File: src/rtl/mult_scheduler.sv
// mult_scheduler
//   Shares one dual-gain sign-magnitude multiplier among NREQ requesters.
//   One op is granted per cycle, round-robin. Gains go to the multiplier
//   the cycle after the grant. F is held back GSKEW cycles so that it meets
//   the multiplier's internally delayed G. Each op carries its requester ID
//   down a tag pipe, and the multiplier result is registered with that ID
//   and a one-cycle valid pulse. The multiplier's own valid output is not
//   used.
//
// Optional feature
//   MULT_SCHED_PRIO_EN : when defined, requester 0 has strict priority.
//                        Requesters 1..NREQ-1 round-robin when 0 is idle,
//                        and grants to requester 0 leave the pointer alone.
//
// Ports
//   iClk, iRst              clock (rising edge); synchronous active-high reset
//   iEnable                 0 blocks new grants; ops already in flight finish
//   iReqValid[NREQ]         per-requester request
//   iReqF/iReqG0/iReqG1     17-bit operands per requester, packed at 17*k
//   oReqReady[NREQ]         one-hot combinational grant
//   oF, oG0, oG1            registered multiplier operands
//   iX0, iX1                multiplier results
//   oResValid/oResId/oResX* registered result; ID and X hold between pulses
//   oBusy                   any op in flight
//   oErr                    sticky: an accepted gain had bit 15 set
module mult_scheduler #(
   parameter int NREQ  = 4,
   parameter int IDW   = 2,
   parameter int GSKEW = 8,
   parameter int MLAT  = 1
) (
   input  logic                iClk,
   input  logic                iRst,
   input  logic                iEnable,
   input  logic [NREQ-1:0]     iReqValid,
   input  logic [17*NREQ-1:0]  iReqF,
   input  logic [17*NREQ-1:0]  iReqG0,
   input  logic [17*NREQ-1:0]  iReqG1,
   output logic [NREQ-1:0]     oReqReady,
   output logic [16:0]         oF,
   output logic [16:0]         oG0,
   output logic [16:0]         oG1,
   input  logic [15:0]         iX0,
   input  logic [15:0]         iX1,
   output logic                oResValid,
   output logic [IDW-1:0]      oResId,
   output logic [15:0]         oResX0,
   output logic [15:0]         oResX1,
   output logic                oBusy,
   output logic                oErr
);
   // Grant to registered result: 1 (gains) + GSKEW + MLAT + 1 (result reg).
   localparam int TDEP = 2 + GSKEW + MLAT;
   localparam int CW   = $clog2(GSKEW + MLAT + 3);

   logic [IDW-1:0]                  ptr_q, ptr_d;
   logic [16:0]                     g0_q, g0_d, g1_q, g1_d, f_q, f_d;
   logic [GSKEW-1:0][16:0]          f_dly_q, f_dly_d;
   logic [TDEP-2:0]                 tag_v_q, tag_v_d;
   logic [TDEP-2:0][IDW-1:0]        tag_id_q, tag_id_d;
   logic                            res_v_q, res_v_d;
   logic [IDW-1:0]                  res_id_q, res_id_d;
   logic [15:0]                     res_x0_q, res_x0_d, res_x1_q, res_x1_d;
   logic [CW-1:0]                   cnt_q, cnt_d;
   logic                            err_q, err_d;

   logic                            found, prio_win;
   logic [IDW-1:0]                  win;
   logic [IDW:0]                    cand;
   logic [16:0]                     sel_f, sel_g0, sel_g1;

   // Arbitration: first valid at or after the pointer, wrapping.
   always_comb begin
      found    = 1'b0;
      prio_win = 1'b0;
      win      = '0;
      cand     = '0;
      if (!iRst && iEnable) begin
`ifdef MULT_SCHED_PRIO_EN
         if (iReqValid[0]) begin
            found    = 1'b1;
            prio_win = 1'b1;
         end
`endif
         for (int i = 0; i < NREQ; i++) begin
            cand = {1'b0, ptr_q} + (IDW+1)'(i);
            if (cand >= (IDW+1)'(NREQ)) cand = cand - (IDW+1)'(NREQ);
            if (!found && iReqValid[cand[IDW-1:0]]) begin
               found = 1'b1;
               win   = cand[IDW-1:0];
            end
         end
      end
   end

   always_comb begin
      oReqReady = '0;
      if (found) oReqReady[win] = 1'b1;
   end

   assign sel_f  = iReqF [int'(win)*17 +: 17];
   assign sel_g0 = iReqG0[int'(win)*17 +: 17];
   assign sel_g1 = iReqG1[int'(win)*17 +: 17];

   always_comb begin
      ptr_d = ptr_q;
      if (found && !prio_win)
         ptr_d = (win == IDW'(NREQ-1)) ? '0 : win + IDW'(1);

      // Gains leave with bit 15 cleared; idle slots drive zero.
      g0_d = found ? {sel_g0[16], 1'b0, sel_g0[14:0]} : '0;
      g1_d = found ? {sel_g1[16], 1'b0, sel_g1[14:0]} : '0;

      f_dly_d[0] = found ? sel_f : '0;
      for (int k = 1; k < GSKEW; k++) f_dly_d[k] = f_dly_q[k-1];
      f_d = f_dly_q[GSKEW-1];

      tag_v_d[0]  = found;
      tag_id_d[0] = win;
      for (int k = 1; k < TDEP-1; k++) begin
         tag_v_d[k]  = tag_v_q[k-1];
         tag_id_d[k] = tag_id_q[k-1];
      end

      // The last tag stage lines up with X arriving from the multiplier.
      res_v_d  = tag_v_q[TDEP-2];
      res_id_d = res_id_q;
      res_x0_d = res_x0_q;
      res_x1_d = res_x1_q;
      if (tag_v_q[TDEP-2]) begin
         res_id_d = tag_id_q[TDEP-2];
         res_x0_d = iX0;
         res_x1_d = iX1;
      end

      cnt_d = cnt_q;
      if (found && !res_v_q)      cnt_d = cnt_q + CW'(1);
      else if (!found && res_v_q) cnt_d = cnt_q - CW'(1);

      err_d = err_q | (found & (sel_g0[15] | sel_g1[15]));
   end

   always_ff @(posedge iClk) begin
      if (iRst) begin
         ptr_q    <= '0;
         g0_q     <= '0;
         g1_q     <= '0;
         f_dly_q  <= '0;
         f_q      <= '0;
         tag_v_q  <= '0;
         tag_id_q <= '0;
         res_v_q  <= 1'b0;
         res_id_q <= '0;
         res_x0_q <= '0;
         res_x1_q <= '0;
         cnt_q    <= '0;
         err_q    <= 1'b0;
      end else begin
         ptr_q    <= ptr_d;
         g0_q     <= g0_d;
         g1_q     <= g1_d;
         f_dly_q  <= f_dly_d;
         f_q      <= f_d;
         tag_v_q  <= tag_v_d;
         tag_id_q <= tag_id_d;
         res_v_q  <= res_v_d;
         res_id_q <= res_id_d;
         res_x0_q <= res_x0_d;
         res_x1_q <= res_x1_d;
         cnt_q    <= cnt_d;
         err_q    <= err_d;
      end
   end

   assign oF        = f_q;
   assign oG0       = g0_q;
   assign oG1       = g1_q;
   assign oResValid = res_v_q;
   assign oResId    = res_id_q;
   assign oResX0    = res_x0_q;
   assign oResX1    = res_x1_q;
   assign oBusy     = (cnt_q != '0);
   assign oErr      = err_q;

endmodule
File: config.mk
export PLATFORM = sky130hd
export DESIGN_NAME = mult_scheduler
export DESIGN_NICKNAME = d
export VERILOG_FILES = /design/src/rtl/mult_scheduler.sv
export SDC_FILE = /design/constraint.sdc
export NUM_CORES = 1
export LEC_CHECK = 0
export ABC_CLOCK_PERIOD_IN_PS = 2640
export BUFFER_PORTS_ARGS = -buffer_cell sky130_fd_sc_hd__buf_2
export CAP_MARGIN = 20
export CORE_MARGIN = 2
export CORE_UTILIZATION = 35
export CTS_CLUSTER_DIAMETER = 200
export DETAILED_ROUTE_END_ITERATION = 7
export PLACE_DENSITY_LB_ADDON = 0.15
export SETUP_SLACK_MARGIN = 0.15
export SYNTH_ARGS = -nofsm -noshare
export SYNTH_HDL_FRONTEND = slang
export SYNTH_SLANG_ARGS = --single-unit
File: constraint.sdc
create_clock -name iClk -period 2.64 [get_ports iClk]
set_input_delay 0.528 -clock iClk [delete_from_list [all_inputs] [get_ports iClk]]
set_output_delay 0.528 -clock iClk [all_outputs]
set_load 0.02 [all_outputs]
# Word level (Yosys, flattened, before mapping)
# Index checks and enable logic that the tools add are counted.
# totals
register_bits	259
in_bits	243
elab_cells	111
# op_classes
add_sub_neg	10
multipliers	1
magnitude_cmp	10
n_eq_ne	1
n_shift	3
muxes	35
bitwise_logic	4
reduce_logical	16
# op_table
op	n
$shiftx 68x32->17	2
$shiftx 68x8->17	1
$mux 2	14
$lt 2x3->1 const B	5
$mux 1	13
$mux 4	3
$ge 3x3->1 const B	3
$bmux 1 s2	4
$sub 2x1->2 const B	4
$logic_and 1x1->1	7
$mul 2x5->7 const B	1
$add 2x2->3 const B	2
$logic_not 1->1	6
$add 4x1->4 const B	1
$reduce_bool 4->1	1
$sub 4x1->4 const B	1
$add 2x1->3 const B	1
$ge 2x3->1 const B	1
$add 2x1->2 const B	1
$demux 1 s2	1
$eq 2x2->1 const B	1
$ge 2x1->1 const B	1
$or 1x1->1	2
$reduce_bool 2->1	1
other kinds (3)	3

# Depth between registers and ports, before layout
# Gate-level depths: netlist (run 1).
# depth
word_depth	24
mapped_depth	13
depth_no_buf	11

# Least setup slack after synthesis (run 1)
# Ideal clock, no wire load.
# synth_path
path_type	in2reg
startpoint	input port iReqValid[0]
endpoint	register cnt_q[3]
setup_time_ps	71
arrival_ps	2604
t_required_ps	2569
slack_ps	-35
cell_stages	11
n_path_buf	1
path_cell_list	o41ai_2 inv_1 clkbuf_1 ha_1 inv_1 ha_1 a21o_1 a21oi_1 xnor2_1 or3_1 a21oi_1
# synth_between
elab_chain_cells	19
# synth_rtl
item	line_no	rtl
start, declared	35	input logic [NREQ-1:0] iReqValid,
$bmux 1 s2	88	if (!found && iReqValid[cand[IDW-1:0]]) begin
$mux 1 (not written as such)	88	
$mux 1	88	
$mux 1	78	if (!iRst && iEnable) begin
$logic_not 1->1	88	
$logic_and 1x1->1	88	
$mux 1	88	
$mux 1	78	
(+4 left out)	--	
$logic_not 1->1	88	
$logic_and 1x1->1	88	
$mux 1 *	88	
$mux 1 *	78	
net found	67	logic found, prio_win;
$logic_not 1->1	138	else if (!found && res_v_q) cnt_d = cnt_q - CW'(1);
$logic_and 1x1->1	138	
$reduce_bool 2->1 (no source line)	--	
end signal, assigned	170	cnt_q <= cnt_d;
end, declared	64	logic [CW-1:0] cnt_q, cnt_d;
# Mark *: on every way through the listed nets, which the timed path passes. The rest lies on a longest branch. The select of a mux whose other input is x is not followed.
# A chain may end at the register's enable or synchronous reset.

# Worst setup path after layout (run 1)
# layout_path
startpoint	register ptr_q[0]
endpoint	output port oReqReady[2]
# layout_between
elab_chain_cells	24
# layout_rtl
item	line_no	rtl
start, declared	56	logic [IDW-1:0] ptr_q, ptr_d;
start signal, assigned	159	ptr_q <= ptr_d;
$ge 2x3->1 / $sub 2x1->2 (equally long branches)	87	if (cand >= (IDW+1)'(NREQ)) cand = cand - (IDW+1)'(NREQ);
$mux 2	87	
$mux 2	78	
$bmux 1 s2	88	
$mux 1 (not written as such)	88	
$mux 1	88	
$mux 1	78	
$logic_not 1->1	88	
(+8 left out)	--	
$logic_and 1x1->1	88	
$mux 2	88	
$mux 2	78	
$lt 2x3->1 (not written as such) / $ge 2x1->1 (equally long branches)	98	if (found) oReqReady[win] = 1'b1;
$logic_and 1x1->1 (not written as such)	98	
$mux 1 (not written as such)	98	
$demux 1 s2	98	
$mux 4 *	98	
end, declared	39	output logic [NREQ-1:0] oReqReady,
# Mark *: on every way between the ends. The rest lies on a longest branch, timed or not. The select of a mux whose other input is x is not followed.

==> results of run 1 <==
-- synth_stat cells, drive strengths merged --
| cell | instances | area share |
|---|---|---|
| o21ai | 2 | 0.0011 |
| or2 | 1 | 0.00071 |
| nand2b | 1 | 0.00071 |
| or3 | 1 | 0.00071 |
| nand3b | 1 | 0.00085 |
| dfxtp | 257 | 0.58 |
| a2111oi | 2 | 0.0020 |
| ha | 7 | 0.0099 |
| buf | 20 | 0.021 |
| a311o | 1 | 0.0011 |
| a211o | 1 | 0.00099 |
| conb | 1 | 0.00042 |
| nor2 | 42 | 0.018 |
| mux4 | 49 | 0.13 |
| mux2i | 36 | 0.041 |
| or4 | 1 | 0.00085 |
| fa | 1 | 0.0023 |
| o41ai | 1 | 0.0018 |
| and4bb | 1 | 0.0014 |
| o221ai | 2 | 0.0020 |
| nor4bb | 1 | 0.0011 |
| a21oi | 4 | 0.0023 |
| nor2b | 166 | 0.12 |
| nand2 | 1 | 0.00042 |
| o21bai | 1 | 0.00085 |
| a221oi | 1 | 0.00099 |
| xor2 | 1 | 0.00099 |
| clkbuf | 27 | 0.011 |
| a211oi | 1 | 0.00085 |
| nor3 | 1 | 0.00056 |
| a21o | 1 | 0.00085 |
| o31ai | 1 | 0.00085 |
| xnor2 | 2 | 0.0020 |
| o211a | 2 | 0.0023 |
| and2 | 53 | 0.037 |
| inv | 12 | 0.0051 |
-- cell usage in the layout, fill, tap and decap left out, types with 4 or more instances in the layout --
| master | netlist | routed |
|---|---|---|
| inv_1 | 11 | 8 |
| buf_4 | 2 | 14 |
| clkinv_2 | 0 | 4 |
| buf_2 | 6 | 327 |
| clkbuf_1 | 27 | 4 |
| mux4_2 | 46 | 46 |
| nor2_1 | 42 | 42 |
| dfxtp_1 | 257 | 254 |
| clkbuf_8 | 0 | 10 |
| mux2i_1 | 36 | 36 |
| buf_6 | 2 | 6 |
| nor2b_1 | 165 | 165 |
| and2_1 | 53 | 49 |
| clkbuf_16 | 0 | 27 |
| and2_4 | 0 | 4 |
-- timing repair --
| item | 4_1_cts | 5_1_grt |
|---|---|---|
| pin swaps | 8 | 3 |
| setup buffers | 5 | 0 |
| setup endpoints to repair | 4 | 4 |
| gates resized for setup | 36 | 1 |
-- path summary, 6_finish.rpt --
path                                endpoint  slack [ns]  depth (start not counted)
worst max-delay path            oReqReady[2]         0.1                          7
worst min-delay path               oResX1[6]        0.23                          3
worst max register to register   f_dly_d[18]        0.48                          7
worst min register to register   f_dly_d[57]        0.43                          1
-- final cells by class --
| type | count | area (um2) | area share |
|---|---|---|---|
| diodes | 3 | 7.507 | 0.0006292 |
| clock buffers | 41 | 828.3 | 0.06942 |
| clock inverters | 9 | 92.59 | 0.007760 |
| inverters | 12 | 50.05 | 0.004195 |
| multi-input cells | 388 | 3517 | 0.2948 |
| flip-flops and latches | 257 | 5154 | 0.4319 |
| well taps | 330 | 412.9 | 0.03461 |
| repair buffers | 350 | 1869 | 0.1567 |
-- power by group through the flow --
stage / registers (mW) / logic, mW / clock network [mW]
3_3_place_gp: 4.06 / 0.631 / 0
2_1_floorplan: 4.09 / 0.341 / 0
6_report: 3.98 / 0.652 / 3.76
3_5_place_dp: 4.06 / 0.637 / 0
5_1_grt: 3.98 / 0.711 / 4.07
4_1_cts: 3.98 / 0.661 / 3.90
-- cells by family after synthesis --
family,synth area share
XOR/XNOR,0.002970
adder cells (fa/ha/maj),0.01216
buffers and inverters,0.03761
multiplexers,0.1667
other,0.0004237
AND/OR/NAND/NOR,0.1808
AO/OA/AOI/OAI,0.01796
flip-flops,0.5814
-- registers in the layout, summed over array words and instances (netlist names), 10 cells and up --
| signal | count |
|---|---|
| f_dly_d | 119 |
| oResX1 | 16 |
| oResX0 | 16 |
| tag_v_q | 10 |
| tag_id_d | 18 |
| f_d | 17 |
| oF | 17 |
| oG1 | 16 |
| oG0 | 16 |
-- per-layer routing --
layer  routed length [um]  GRT usage
met2                 9212     0.2288
met4                  636    0.06235
met3                 1446    0.03606
met1                 7173     0.1543
met5                   27          0
-- critical path: cells and delay by family (launching register included) --
family / cells / cell delay, ns
AO/OA/AOI/OAI: 2 / 0.26
adder cells (fa/ha/maj): 1 / 0.14
buffers and inverters: 2 / 0.24
flip-flops: 1 / 0.39
AND/OR/NAND/NOR: 2 / 0.44
==> flow_summary.ini, run 1 <==
[sta]
max_slew_margin = 0.4054
min_period_ns = 2.545
skew_ns = 0.01718
rsz0062_at_grt = yes
tightestPinTransition_ns = 0.8918
max_freq_mhz = 393.0
hold_slack_ns = 0.2301
timing.final.ws_setup_ns = 0.09533
hold_viol = 0
fin_crit_sh = 0.9639
tns_ns = 0
finalMaxSlewViolations = 0
setup_violations = 0

[synthesis]
synth_area_per_cell_um2 = 12.59
yosys_warnings = 0
synth_area_mm2 = 0.008850
yosysSeqAreaShare = 0.5814
synthCells = 703
synth_cell_types = 43
ys_seq_elements = 257

[placement]
place_congestion = 0.7989
placed_area_mm2 = 0.01082
post-place-ws_ns = 0.04888
dp_cells = 1332
port_buffers = 332
hpwl_um = 13080

[routing]
dr.pass1.iters = 4
antenna_left = 0
viasPerCell = 4.175
first_iter_violations = 199
wirelength_um = 18500
drc_errors = 0
num_vias = 5803
wl_per_cell_um = 13.31

[die]
num_rows = 58
start_util = 0.3535
core_mm2 = 0.02504
die_h_um = 163.0
io_pins = 335
fp.dieW_um = 163.0
die-area_mm2 = 0.02657

[finish]
finish.utilization = 0.4766
instances_no_fill = 1390
area_growth_pct = 34.82
drive_gt1_frac = 0.4447
n_fill_cell = 2341
final_area_mm2 = 0.01193
nets = 1287

[clocking]
hold_buffers = 0
cts_max_level = 1
insertion_delay_ns = 0.53
cts_root_buffer = clkbuf_16
cts_tree = yes
cts_num_sinks = 257
cts_max_path_buffers = 3
cts_buffers = 27
clkTransAtPathRegs_ns = 0.06

[power]
internal-power_mw = 6.584
leakage_nw = 5.300
pwr-share-clk = 0.448
share_comb_of_total_power = 0.078
ir_drop_uv = 478.1
p_switching_mw = 1.803
power_density_mw_per_mm2 = 702.9
pwr-share-seq = 0.474
finalPower_mw = 8.386
p_sw_frac = 0.2149

[setup_path]
slowest_stage = dfxtp_4
worstPathArrival_ns = 2.02
critPathMaxStageDelay_ns = 0.39
end_kind = output pin
critical_path_required_ns = 2.11
path_max_fanout = 7
crit_chain = nor4bb_4, o21ai_2, o211a_4, buf_6, ha_4, and2_4, buf_6
critPathLaunchType = register
critical_path_class = register to output pin
cpMostUsedCell = buf_6
reg2reg_from = ptr_q[0]
cp-startpoint = ptr_q[0]

[grt]
grt_overflow_total = 0
grt_max_degree = 206
grt_pass1_vias = 5623
antenna_found_initial = 5
grtUsageTotal = 0.1331
grt_pass1_wl_um = 28470

[run]
maxCapViolCount = 0

[outcome]
status = finished clean

[min_path]
min_path_type = input pin to register
min_from = iX1[6]
(Power assumes the default switching activity.)
==> run 2: changes to the inputs <==
ABC_CLOCK_PERIOD_IN_PS = 2550   (was 2640)
SKIP_CTS_REPAIR_TIMING = 1   (was not set)
clock period = 2.55 ns   (was 2.64 ns; I/O delays follow)
==> flow_summary.ini, run 2 (same netlist as run 1, synthesis figures left out) <==
[outcome]
status = finished clean

[setup_path]
critPathLaunchType = register
path_max_fanout = 7
worstPathArrival_ns = 2.00
critical_path_class = register to output pin
critical_path_required_ns = 2.04
r2r_slack_ns = 0.37
end_kind = output pin

[sta]
max_freq_mhz = 398.8
timing.final.ws_setup_ns = 0.04243
setup_violations = 0
fin_crit_sh = 0.9834
rsz0062_at_grt = yes
tns_ns = 0
hold_viol = 0
finalMaxSlewViolations = 0
max_slew_margin = 0.3711
hold_slack_ns = 0.2163
tightestPinTransition_ns = 0.9434
skew_ns = 0.01485
min_period_ns = 2.508

[routing]
dr.pass1.iters = 4
viasPerCell = 4.205
wirelength_um = 19990
first_iter_violations = 312
drc_errors = 0
wl_per_cell_um = 14.35
num_vias = 5858
antenna_left = 0

[placement]
hpwl_um = 14140
post-place-ws_ns = -0.0009193
placed_area_mm2 = 0.01083
port_buffers = 332
place_congestion = 0.8241

[finish]
largest_register_ffs = 119
layout_common_cells = 327 x buf_2, 254 x dfxtp_1, 165 x nor2b_1, 49 x and2_1, 46 x mux4_2
nets = 1288
drive_gt1_frac = 0.4480
area_growth_pct = 35.83
final_common_cell = buf_2
final_area_mm2 = 0.01202

[power]
pwr-share-seq = 0.462
share_comb_of_total_power = 0.077
power_density_mw_per_mm2 = 741.8
internal-power_mw = 6.999
leakage_nw = 5.321
p_sw_frac = 0.2151
finalPower_mw = 8.917
pwr-share-clk = 0.461
ir_drop_uv = 490.6
p_switching_mw = 1.918

[die]
num_rows = 58
die_h_um = 163.0
core_mm2 = 0.02504
start_util = 0.3535
die-area_mm2 = 0.02657
io_pins = 335
fp.dieW_um = 163.0

[clocking]
cts_tree = yes
cts_num_sinks = 257
cts_root_buffer = clkbuf_16
cts_buffers = 28
cts_max_level = 1
insertion_delay_ns = 0.53
cts_max_path_buffers = 3
clkTransAtPathRegs_ns = 0.06

[grt]
grtUsageTotal = 0.1423
grt_pass1_vias = 5685
grt_overflow_total = 0
grt_pass1_wl_um = 29930
antenna_found_initial = 4
grt_max_degree = 206

[run]
maxCapViolCount = 0

[min_path]
min_path_type = input pin to register
[run 2: changes by cell type in the layout (fill, tap and decap cells not counted), sizes merged]
| cell | before | now |
|---|---|---|
| clkinv | 4 | 5 |
| clkbuf | 41 | 38 |
| clkinvlp | 3 | 4 |
| bufinv | 1 | 3 |
| diode | 3 | 5 |
[run 2: layout make-up]
class / count / area (um2)
Fill cell: 2356 / 13020
Tap cell: 330 / 412.9
Timing Repair Buffer: 350 / 1882
Antenna cell: 5 / 12.51
Inverter: 12 / 52.55
Multi-Input combinational cell: 388 / 3533
Sequential cell: 257 / 5154
Clock inverter: 13 / 165.2
Clock buffer: 38 / 808.3
[run 2: stage by stage]
stage            util  cells
6_report       0.4801   1393
5_1_grt        0.4800   1392
4_1_cts        0.4715   1383
3_5_place_dp   0.4326   1332
3_3_place_gp   0.4326   1332
2_1_floorplan       -    704
[run 2: power by group through the flow]
stage / clock (mW) / sequential [mW] / combinational [mW]
2_1_floorplan: 0 / 4.24 / 0.353
3_3_place_gp: 0 / 4.20 / 0.661
3_5_place_dp: 0 / 4.20 / 0.667
4_1_cts: 4.27 / 4.12 / 0.670
5_1_grt: 4.43 / 4.12 / 0.751
6_report: 4.11 / 4.12 / 0.689
[run 2: critical path, cell delays in order (launching register included)]
cell,delay (ns)
dfxtp_4,0.38
nor4bb_4,0.27
o21ai_2,0.11
o211a_4,0.18
buf_6,0.12
ha_4,0.14
and2_4,0.13
buf_6,0.12
[run 2: path summary, 6_finish.rpt]
check / from / end / cells after the start
hold reg to reg: f_dly_d[96] / f_dly_d[113] / 1
setup reg to reg: ptr_q[0] / f_dly_d[19] / 7
setup / recovery: ptr_q[0] / oReqReady[3] / 7
hold / removal: iX0[7] / oResX0[7] / 3
[run 2: routing by layer]
layer / track usage / vias to the layer above / part of all wire
met5: 0 / - / 0
met4: 0.06396 / 0 / 0.036
met3: 0.03174 / 38 / 0.067
met2: 0.2340 / 216 / 0.48
met1: 0.1793 / 2605 / 0.42
li1: - / 2999 / -
==> run 3: changes to the inputs <==
CORE_ASPECT_RATIO = 1.75   (was not set)
==> flow_summary.ini, run 3 (same netlist as run 1, synthesis figures left out) <==
[die]
core_mm2 = 0.02505
start_util = 0.3533
num_rows = 77
die-area_mm2 = 0.02662
fp.dieW_um = 124.2
die_h_um = 214.4
io_pins = 335

[clocking]
cts_buffers = 25
insertion_delay_ns = 0.53
cts_max_path_buffers = 3
clkTransAtPathRegs_ns = 0.07
cts_tree = yes
cts_root_buffer = clkbuf_16
cts_num_sinks = 257
cts_max_level = 1

[finish]
final_common_cell = buf_2
layout_common_cells = 327 x buf_2, 254 x dfxtp_1, 165 x nor2b_1, 49 x and2_1, 46 x mux4_2
n_fill_cell = 2379
largest_register_ffs = 119
drive_gt1_frac = 0.4336
area_growth_pct = 33.00
nets = 1282

[setup_path]
end_kind = output pin
r2r_slack_ns = 0.41
critical_path_class = register to output pin
critical_path_required_ns = 2.04
rr_worst_depth = 7
path_max_fanout = 7
r2r_end = f_dly_d[19]
reg2reg_from = ptr_q[0]
worstPathArrival_ns = 2.04
critPathLaunchType = register

[run]
maxCapViolCount = 0

[placement]
place_congestion = 0.8724
port_buffers = 332
hpwl_um = 13150

[routing]
drt-met1-wl_um = 6905
wirelength_um = 18790
first_iter_violations = 205
wl_per_cell_um = 13.78
drc_errors = 0
viasPerCell = 4.347
dr.pass1.iters = 4
num_vias = 5929
met3WireLength_um = 1185
routed.top_layer = met4
antenna_left = 0
wl_met2_um = 9990

[power]
ir_drop_uv = 489.0
leakage_nw = 5.234
power_density_mw_per_mm2 = 713.7

[grt]
antenna_found_initial = 1
grt_pass1_wl_um = 29390
grtUsageTotal = 0.1353
grt_overflow_total = 0
grt_pass1_vias = 5961
grt_max_degree = 206

[sta]
setup_violations = 0
fin_crit_sh = 0.9999
tightestPinTransition_ns = 0.8379
max_freq_mhz = 392.2
hold_viol = 0
skew_ns = 0.01491
min_period_ns = 2.550
hold_slack_ns = 0.2186
rsz0062_at_grt = yes
max_slew_margin = 0.4414
finalMaxSlewViolations = 0
tns_ns = 0

[min_path]
min_path_type = input pin to register
min_from = iX0[11]
min_to = oResX0[11]
hold_path_depth = 3

[outcome]
status = finished clean
==> run 3: stage by stage <==
step	instance area (um2)	worst slack [ns]	utilization	cells	total power [mW]
global route	11770	-0.07626	0.4699	1364	8.776
finish	11770	0.0002216	0.4699	1364	8.401
detailed placement	10790	0.04967	0.4309	1317	4.871
CTS	11600	-0.2083	0.4630	1360	8.543
floorplan	8891	0.1250	-	704	4.590
global placement	10790	0.08650	0.4309	1317	4.860
==> run 3: worst max-delay path by stage <==
stage | depth (start not counted) | end | startpoint | slack (ns)
finish | 6 | oReqReady[3] | ptr_q[0] | 0.0002
global route | 6 | oReqReady[3] | ptr_q[0] | -0.08
CTS | 7 | oReqReady[1] | ptr_q[1] | -0.21
detailed placement | 8 | oG0[13] | iReqValid[0] | 0.05
global placement | 11 | cnt_q[3] | iReqValid[2] | 0.09
floorplan | 11 | cnt_q[3] | iReqValid[2] | 0.13
==> run 3: power by group <==
part | leakage [nW] | internal [mW] | switching, mW
clock network | 0.391 | 2.14 | 1.47
logic | 2.76 | 0.374 | 0.302
registers | 2.08 | 4.09 | 0.0257
==> run 3: layout make-up <==
class | instances | area [um2] | share of cell area
Sequential cell | 257 | 5154 | 0.4379
Multi-Input combinational cell | 388 | 3516 | 0.2987
Timing Repair Buffer | 347 | 1847 | 0.1569
Clock buffer | 39 | 718.2 | 0.06102
Tap cell | 316 | 395.4 | 0.03359
Clock inverter | 4 | 85.08 | 0.007229
Inverter | 12 | 52.55 | 0.004465
Antenna cell | 1 | 2.502 | 0.0002126
==> run 3: layer usage <==
metal,track usage,vias to the layer above
met5,0,-
met4,0.06517,0
met1,0.1448,2689
met2,0.2514,228
li1,-,2973
met3,0.02645,39
==> run 3: worst max-delay path: stages, from the launching register on <==
cell	delay [ns]
dfxtp_4	0.41
o221ai_2	0.16
a211o_4	0.42
inv_4	0.09
ha_1	0.16
and2_4	0.15
buf_6	0.11
